[src/rtl/preprint_sequencer_if.sv]
`default_nettype none
// =============================================================================
// Module  : preprint_sequencer_if
// Brief   : Front-panel / motor / heater signal bundle for preprint_sequencer.
// Revision: 1.0 - initial release
// =============================================================================
interface preprint_sequencer_if #(
   parameter int N_AXES = 3
);
   logic              start;
   logic              abort;
   logic [1:0]        material;
   logic [N_AXES-1:0] endstop;
   logic [N_AXES-1:0] motor_en;
   logic              motor_dir;
   logic              bed_heat;
   logic              hot_heat;
   logic [2:0]        state_code;
   logic              ready;
   logic              error;

   modport master (
      output start, abort, material, endstop,
      input  motor_en, motor_dir, bed_heat, hot_heat, state_code, ready, error
   );

   modport slave (
      input  start, abort, material, endstop,
      output motor_en, motor_dir, bed_heat, hot_heat, state_code, ready, error
   );
endinterface
`default_nettype wire

[src/rtl/preprint_sequencer.sv]
`default_nettype none
// =============================================================================
// Module  : preprint_sequencer
// Brief   : Debounced start, sequential axis homing, bed then hotend heating
//           phases timed per material, READY hold. Define HOMING_TIMEOUT_EN to
//           add a per-axis homing timeout that drops into ERROR.
// Revision: 1.0 - initial release
// =============================================================================
module preprint_sequencer #(
   parameter int N_AXES     = 3,
   parameter int TIMER_W    = 16,
   parameter int DEB_CYCLES = 4,
   parameter int BED_TICKS  = 12,
   parameter int PLA_TICKS  = 8,
   parameter int ABS_TICKS  = 10,
   parameter int TPU_TICKS  = 8,
   parameter int HOME_TMO   = 1000
) (
   input  logic                clk,
   input  logic                reset,
   preprint_sequencer_if.slave bus
);
   localparam int c_axis_w = (N_AXES > 1) ? $clog2(N_AXES) : 1;

   localparam logic [TIMER_W-1:0]  c_deb_max   = TIMER_W'(DEB_CYCLES);
   localparam logic [TIMER_W-1:0]  c_deb_last  = TIMER_W'(DEB_CYCLES - 1);
   localparam logic [TIMER_W-1:0]  c_bed_last  = TIMER_W'(BED_TICKS - 1);
   localparam logic [TIMER_W-1:0]  c_pla_last  = TIMER_W'(PLA_TICKS - 1);
   localparam logic [TIMER_W-1:0]  c_abs_last  = TIMER_W'(ABS_TICKS - 1);
   localparam logic [TIMER_W-1:0]  c_tpu_last  = TIMER_W'(TPU_TICKS - 1);
`ifdef HOMING_TIMEOUT_EN
   localparam logic [TIMER_W-1:0]  c_tmo_last  = TIMER_W'(HOME_TMO - 1);
`endif
   localparam logic [c_axis_w-1:0] c_last_axis = c_axis_w'(N_AXES - 1);
   localparam logic [N_AXES-1:0]   c_axis0_en  = N_AXES'(1);
   localparam logic [1:0]          c_mat_none  = 2'b00;
   localparam logic [1:0]          c_mat_abs   = 2'b10;
   localparam logic [1:0]          c_mat_tpu   = 2'b11;

   // Every phase length must fit the counter so no phase can wrap.
   generate
      if (DEB_CYCLES < 1 || BED_TICKS < 1 || PLA_TICKS < 1 || ABS_TICKS < 1 ||
          TPU_TICKS < 1 || HOME_TMO < 1 || N_AXES < 1 ||
          longint'(DEB_CYCLES) >= (longint'(1) << TIMER_W) ||
          longint'(BED_TICKS)  >= (longint'(1) << TIMER_W) ||
          longint'(PLA_TICKS)  >= (longint'(1) << TIMER_W) ||
          longint'(ABS_TICKS)  >= (longint'(1) << TIMER_W) ||
          longint'(TPU_TICKS)  >= (longint'(1) << TIMER_W) ||
          longint'(HOME_TMO)   >= (longint'(1) << TIMER_W)) begin : g_param_check
         $error("preprint_sequencer: cycle-count parameter out of range for TIMER_W");
      end
   endgenerate

   typedef enum logic [2:0] {
      ST_IDLE  = 3'd0,
      ST_HOME  = 3'd1,
      ST_BED   = 3'd2,
      ST_HOT   = 3'd3,
      ST_READY = 3'd4,
      ST_ERROR = 3'd7
   } state_t;

   state_t              r_state, w_state_nxt;
   logic [c_axis_w-1:0] r_axis,  w_axis_nxt;
   logic [TIMER_W-1:0]  r_cnt,   w_cnt_nxt;
   logic [1:0]          r_mat,   w_mat_nxt;
   logic [TIMER_W-1:0]  r_deb;
   logic [TIMER_W-1:0]  w_hot_last;
   logic                w_accept;

   // Saturating run-length of start; the accept pulse fires only on the
   // transition into saturation, so a held button yields one pulse.
   always_ff @(posedge clk) begin
      if (reset || !bus.start) begin
         r_deb <= '0;
      end else if (r_deb != c_deb_max) begin
         r_deb <= r_deb + TIMER_W'(1);
      end
   end

   assign w_accept = bus.start && (r_deb == c_deb_last);

   always_comb begin
      case (r_mat)
         c_mat_abs: w_hot_last = c_abs_last;
         c_mat_tpu: w_hot_last = c_tpu_last;
         default:   w_hot_last = c_pla_last;
      endcase
   end

   always_ff @(posedge clk) begin
      if (reset) begin
         r_state <= ST_IDLE;
         r_axis  <= '0;
         r_cnt   <= '0;
         r_mat   <= '0;
      end else begin
         r_state <= w_state_nxt;
         r_axis  <= w_axis_nxt;
         r_cnt   <= w_cnt_nxt;
         r_mat   <= w_mat_nxt;
      end
   end

   always_comb begin
      w_state_nxt    = r_state;
      w_axis_nxt     = r_axis;
      w_cnt_nxt      = r_cnt;
      w_mat_nxt      = r_mat;
      bus.motor_en   = '0;
      bus.motor_dir  = 1'b0;
      bus.bed_heat   = 1'b0;
      bus.hot_heat   = 1'b0;
      bus.ready      = 1'b0;
      bus.error      = 1'b0;
      bus.state_code = r_state;

      if (bus.abort) begin
         w_state_nxt = ST_IDLE;
         w_axis_nxt  = '0;
         w_cnt_nxt   = '0;
      end else begin
         case (r_state)
            ST_IDLE: begin
               if (w_accept) begin
                  if (bus.material == c_mat_none) begin
                     w_state_nxt = ST_ERROR;
                  end else begin
                     w_state_nxt = ST_HOME;
                     w_mat_nxt   = bus.material;
                     w_axis_nxt  = '0;
                     w_cnt_nxt   = '0;
                  end
               end
            end
            ST_HOME: begin
               if (bus.endstop[r_axis]) begin
                  w_cnt_nxt = '0;
                  if (r_axis == c_last_axis) begin
                     w_state_nxt = ST_BED;
                     w_axis_nxt  = '0;
                  end else begin
                     w_axis_nxt = r_axis + c_axis_w'(1);
                  end
               end
`ifdef HOMING_TIMEOUT_EN
               else if (r_cnt == c_tmo_last) begin
                  w_state_nxt = ST_ERROR;
                  w_cnt_nxt   = '0;
               end else begin
                  w_cnt_nxt = r_cnt + TIMER_W'(1);
               end
`endif
            end
            ST_BED: begin
               if (r_cnt == c_bed_last) begin
                  w_state_nxt = ST_HOT;
                  w_cnt_nxt   = '0;
               end else begin
                  w_cnt_nxt = r_cnt + TIMER_W'(1);
               end
            end
            ST_HOT: begin
               if (r_cnt == w_hot_last) begin
                  w_state_nxt = ST_READY;
                  w_cnt_nxt   = '0;
               end else begin
                  w_cnt_nxt = r_cnt + TIMER_W'(1);
               end
            end
            ST_READY, ST_ERROR: begin
            end
            default: begin
               w_state_nxt = ST_IDLE;
               w_cnt_nxt   = '0;
            end
         endcase
      end

      // Drives decode from registered state only, so they drop one edge after abort/reset.
      case (r_state)
         ST_HOME: begin
            bus.motor_en  = c_axis0_en << r_axis;
            bus.motor_dir = 1'b1;
         end
         ST_BED: begin
            bus.bed_heat = 1'b1;
         end
         ST_HOT: begin
            bus.bed_heat = 1'b1;
            bus.hot_heat = 1'b1;
         end
         ST_READY: begin
            bus.bed_heat = 1'b1;
            bus.hot_heat = 1'b1;
            bus.ready    = 1'b1;
         end
         ST_ERROR: begin
            bus.error = 1'b1;
         end
         default: begin
         end
      endcase
   end
endmodule
`default_nettype wire
[src/flat_wrapper.sv]
// flat-port wrapper written by rule: the top's interface ports become plain ports
module preprint_sequencer_flat 
#(
   parameter int N_AXES     = 3,
   parameter int TIMER_W    = 16,
   parameter int DEB_CYCLES = 4,
   parameter int BED_TICKS  = 12,
   parameter int PLA_TICKS  = 8,
   parameter int ABS_TICKS  = 10,
   parameter int TPU_TICKS  = 8,
   parameter int HOME_TMO   = 1000
)
  (clk, reset, bus_start, bus_abort, bus_material, bus_endstop, bus_motor_en, bus_motor_dir, bus_bed_heat, bus_hot_heat, bus_state_code, bus_ready, bus_error);
  preprint_sequencer_if #(.N_AXES(N_AXES)) bus_i ();
  input  logic clk;
  input  logic reset;
  input wire logic [$bits(bus_i.start)-1:0] bus_start;
  input wire logic [$bits(bus_i.abort)-1:0] bus_abort;
  input wire logic [$bits(bus_i.material)-1:0] bus_material;
  input wire logic [$bits(bus_i.endstop)-1:0] bus_endstop;
  output wire logic [$bits(bus_i.motor_en)-1:0] bus_motor_en;
  output wire logic [$bits(bus_i.motor_dir)-1:0] bus_motor_dir;
  output wire logic [$bits(bus_i.bed_heat)-1:0] bus_bed_heat;
  output wire logic [$bits(bus_i.hot_heat)-1:0] bus_hot_heat;
  output wire logic [$bits(bus_i.state_code)-1:0] bus_state_code;
  output wire logic [$bits(bus_i.ready)-1:0] bus_ready;
  output wire logic [$bits(bus_i.error)-1:0] bus_error;
  assign bus_i.start = bus_start;
  assign bus_i.abort = bus_abort;
  assign bus_i.material = bus_material;
  assign bus_i.endstop = bus_endstop;
  assign bus_motor_en = bus_i.motor_en;
  assign bus_motor_dir = bus_i.motor_dir;
  assign bus_bed_heat = bus_i.bed_heat;
  assign bus_hot_heat = bus_i.hot_heat;
  assign bus_state_code = bus_i.state_code;
  assign bus_ready = bus_i.ready;
  assign bus_error = bus_i.error;
  preprint_sequencer #(.N_AXES(N_AXES), .TIMER_W(TIMER_W), .DEB_CYCLES(DEB_CYCLES), .BED_TICKS(BED_TICKS), .PLA_TICKS(PLA_TICKS), .ABS_TICKS(ABS_TICKS), .TPU_TICKS(TPU_TICKS), .HOME_TMO(HOME_TMO)) u_core (.clk(clk), .reset(reset), .bus(bus_i));
endmodule
[config.mk]
export PLATFORM = sky130hd
export DESIGN_NAME = preprint_sequencer_flat
export DESIGN_NICKNAME = d
export VERILOG_FILES = /design/src/rtl/preprint_sequencer_if.sv /design/src/rtl/preprint_sequencer.sv /design/src/flat_wrapper.sv
export SDC_FILE = /design/constraint.sdc
export NUM_CORES = 1
export LEC_CHECK = 0
export ABC_AREA = 1
export ABC_CLOCK_PERIOD_IN_PS = 1600
export CORE_ASPECT_RATIO = 1.5
export CORE_MARGIN = 2
export CORE_UTILIZATION = 52
export CTS_CLUSTER_DIAMETER = 40
export CTS_CLUSTER_SIZE = 14
export DETAILED_ROUTE_END_ITERATION = 7
export PLACE_DENSITY = 0.84
export RECOVER_POWER = 100
export SKIP_CTS_REPAIR_TIMING = 1
export SLEW_MARGIN = 20
export SYNTH_ARGS = -nofsm -noshare
export SYNTH_HDL_FRONTEND = slang
export SYNTH_SLANG_ARGS = --single-unit
[constraint.sdc]
create_clock -name clk -period 1.6 [get_ports clk]
set_input_delay 0.24 -clock clk [delete_from_list [all_inputs] [get_ports clk]]
set_output_delay 0.24 -clock clk [all_outputs]
set_load 0.01 [all_outputs]
==> run summary <==
The run finished with clean final reports. The average instance in the mapped netlist occupies 6.76 µm². The tools report the worst hold slack as 0.488 ns. The tools report the sink of the worst hold path as u_core.r_deb[13]. The initial utilization of the core area, before any placement, comes to 52.9%.

Kind of end point of the critical path: a primary output. When the netlist entered floorplanning its net count stood at 362. STA puts the critical path data required time at 1.36 ns.

Synthesis produced a netlist whose cell count is 350. Subtracting the final worst setup slack from the clock period gives 1.58 ns. The number of placed I/O pins came out at 20. After routing the design area is 3140 µm². The category of cells accounting for the largest share of critical-path delay is buffers and inverters. Origin of the worst setup path: u_core.bus.state_code[2]. The number of design-rule violations left by the first detailed-router iteration is 121, and the area of the mapped netlist is 2360 µm². IR analysis of the VDD net gives a maximum drop of 0.676 mV. Clock tree synthesis selected as its root buffer the cell clkbuf_8. The instance count after placement with tap cells included came out at 452. For the pin with the worst max-slew slack, the measured transition is 0.713 ns.

The worst register-to-register path has a setup slack of 0.03 ns. For the weighted congestion at the end of routability-driven global placement, the log shows 0.866. After floorplanning, the core was sized to cover 4470 µm². The antenna diode count is 0.

Clock skew on the completed layout was measured at 0.0153 ns. Multiplexer cells account for 0% of the synthesized area. The synthesized-area fraction occupied by adder cells was 1.59%; the largest stage delay on the critical path was 0.33 ns.

Together, buffers and inverters on the worst path number 3. The routed layout has 2560 vias. The remaining max-slew budget at the tightest pin came out at 52.4%. Derived from the worst setup path, the maximum achievable clock frequency is 0.633 GHz.

After filler insertion, the fill cell instance count of the layout stands at 325. The sum of routed wire length over all layers is 6530 µm. The total overflow left after global routing is 0. Critical hold path startpoint: u_core.r_deb[13]. Critical register-to-register path endpoint: u_core.r_cnt[5].

The tools report the number of distinct library cells after synthesis as 34. The pin count of the biggest net entering global routing is 16, and the signal arrival time at the worst endpoint is 1.34 ns. After the flow finishes, the layout carries non-filler instances totaling 463. Dividing total power by cell area gives a power density of 677 nW/µm². The clock passes through at most 2 buffers.

Basic-gate share of the synthesized area counting and, or, nand and nor cells: 37.8%. Setup repair after global routing could not meet its margin everywhere. The final net count was 426. The cell count of the worst reg-to-reg path is 10, and the final-layout setup total negative slack is 0 ns. The final cell utilization of the core was 70.4%. The residual antenna-violating net count after detailed routing came out at 0. The floorplan has 30 rows. The die footprint came out at 5110 µm². The clock slew at the register clock pins of the worst setup and hold paths is 0.09 ns. The first detailed-routing pass ran for 4 iterations. The routed wirelength normalized by instance count was 14.1 µm; the clock insertion delay at the later pin of the skew report was 0.31 ns.

Cells with a size suffix above 1 make up 29.2% of the layout. The analysis attributes to cell leakage a power of 1.31 nW. The final-report max-slew violation count is 0.

The number of synthesis warnings came out at 0. Type of the worst setup path: reg -> out. The final hold violation count is 0, and the register bit count reported by yosys is 39. Largest family of logic cells by synthesized area: simple AND/OR/NAND/NOR gates. TritonCTS built the clock tree. Counting instances, the worst hold path has a depth of 2. Via count of the first global-routing pass: 2293. The multi-input combinational cell area came out at 1520 µm².

Summing the areas of all xor and xnor instances in the mapped netlist gives 1.48% of the synthesized area. Of the synthesized area, sequential elements account for 33.0%. Setup violations remaining at the end of the flow were counted as 0. The cell with the biggest individual delay on the critical path was dfxtp_2.

The first global-routing pass estimated 9500 µm of wire. The total half-perimeter wirelength after legalization and detailed placement is 4230 µm. TritonCTS buffer count: 5.

The tree built by TritonCTS fans out to 39 sinks. For the final worst setup slack, the log shows 0.0199 ns. Max-cap violations in this run came to 0.

The synthesized-area fraction occupied by ao, oa, aoi and oai cells is 17.2%. The design draws 2.13 mW. The launch instance of the worst register-to-register path is u_core.r_axis[0]. The kind of start point of the critical path was a flip-flop. The final critical path takes up 98.8% of the cycle. The highest fanout seen on the critical path is 4, and the post-route DRC violation count is 0.

The worst hold path belongs to the class reg -> reg. The global-route usage over all layers was 23.6%; the post-place setup slack was -0.257 ns. The floorplan step set the die width to 59.1 µm. Count of port buffers added during placement: 19. The placed instances occupy a cell area of 2870 µm². The layout-stage area growth over the synthesis result was 32.9%; the initial antenna violation count was 0. In the routed layout, each cell is associated on average with a via count of 5.53.

Traced cell by cell, the critical path runs through inv_4 -> nand2_2 -> nor2_4 -> inv_1 -> nor3_1 -> dlymetal6s2s_1. The y dimension of the die was 86.6 µm; the area of all sequential standard cells was 798 µm². The clock tree synthesis step divided the H-tree into 2 levels.
[cells in the mapped netlist]
| library cell | instances | share of area, % |
|---|---|---|
| nor3b_1 | 1 | 0.32 |
| a31oi_1 | 1 | 0.26 |
| nand3_1 | 25 | 5.3 |
| nand2_1 | 69 | 11 |
| nor2_1 | 50 | 7.9 |
| clkbuf_1 | 1 | 0.16 |
| nand2_4 | 2 | 0.95 |
| inv_2 | 1 | 0.16 |
| o21a_1 | 1 | 0.32 |
| o211ai_1 | 6 | 1.9 |
| nor3_1 | 8 | 1.7 |
| xor2_1 | 3 | 1.1 |
| o221ai_1 | 1 | 0.37 |
| xnor2_1 | 1 | 0.37 |
| o21ai_0 | 17 | 3.6 |
| or2_0 | 1 | 0.26 |
| buf_12 | 1 | 0.85 |
| nand2_2 | 12 | 3.2 |
| nand3_2 | 2 | 0.85 |
| inv_1 | 47 | 7.5 |
| nand4_1 | 7 | 1.9 |
| a41oi_1 | 1 | 0.37 |
| o21bai_1 | 5 | 1.6 |
| a21oi_2 | 11 | 4.1 |
| nor2_2 | 4 | 1.1 |
| nand3b_1 | 1 | 0.32 |
| dfxtp_1 | 39 | 33 |
| nor2_4 | 5 | 2.4 |
| ha_1 | 3 | 1.6 |
| inv_4 | 1 | 0.26 |
| a21oi_1 | 20 | 4.2 |
| o21ai_1 | 1 | 0.21 |
| nand3_4 | 1 | 0.74 |
| o31ai_1 | 1 | 0.32 |
[kinds of logic (layout without fill, tap and decap cells)]
logic type	after synthesis	after routing
simple gates	188	189
compound gates	65	65
buf+inv	51	115
flops	39	39
xor+xnor	4	4
fa+ha+maj	3	3
[final cells by class]
cell class / instances / share of cell area [%]
sequential: 39 / 25.4
tap: 48 / 1.91
clock buffer: 6 / 2.31
inverter: 49 / 5.93
multi-input combinational: 261 / 48.2
timing repair buffer: 58 / 15.8
clock inverter: 2 / 0.398
[layer usage]
| layer | global-route usage, % | vias up | share of wire [%] |
|---|---|---|---|
| li1 | - | 1268 | - |
| met1 | 26.6 | 1177 | 38 |
| met2 | 41.9 | 96 | 54 |
| met3 | 4.78 | 19 | 5.3 |
| met4 | 9.92 | 0 | 2.6 |
| met5 | 0 | - | 0 |
[power by group]
group	total, mW	internal, mW	switching, mW
Combinational	0.447	0.193	0.255
Clock	0.688	0.305	0.383
Sequential	0.993	0.979	0.0141
Total	2.13	1.48	0.652
[layout by cell type, fill, tap and decap left out, types with 11 or more instances in the layout]
cell and n:
nor2_1 41, nand2_1 61, a21oi_1 20, dfxtp_1 31, o21ai_0 14, nand3_1 23, nand2_2 18, buf_4 34
inv_1 43, a21oi_2 11
[worst register-to-register path, stage by stage, from the launching register on]
cell and delay, ns:
dfxtp_1 0.32, buf_4 0.15, nor2_2 0.11, nand2_2 0.08, nand2_4 0.08, nor2_4 0.05
nor2_4 0.21, nand3_4 0.15, or2_0 0.22, nand2_1 0.07, nor2_1 0.04
[sequential cells by signal, indices dropped and copies added (netlist names)]
name	flops
u_core.bus.state_code	3
u_core.r_mat	2
u_core.r_cnt	16
u_core.r_deb	16
u_core.r_axis	2
[how the worst max path moves through the flow]
stage	slack, ns	end	cells past startpoint
final	0.02	bus_motor_en[2]	6
after global routing	-0.09	u_core.r_cnt[14]	11
after CTS	-0.45	bus_motor_en[1]	5
after detailed placement	-0.26	u_core.r_axis[0]	12
after global placement	-0.19	u_core.r_cnt[15]	11
after floorplan	0.07	u_core.r_cnt[5]	11
(Power assumes the default switching activity.)
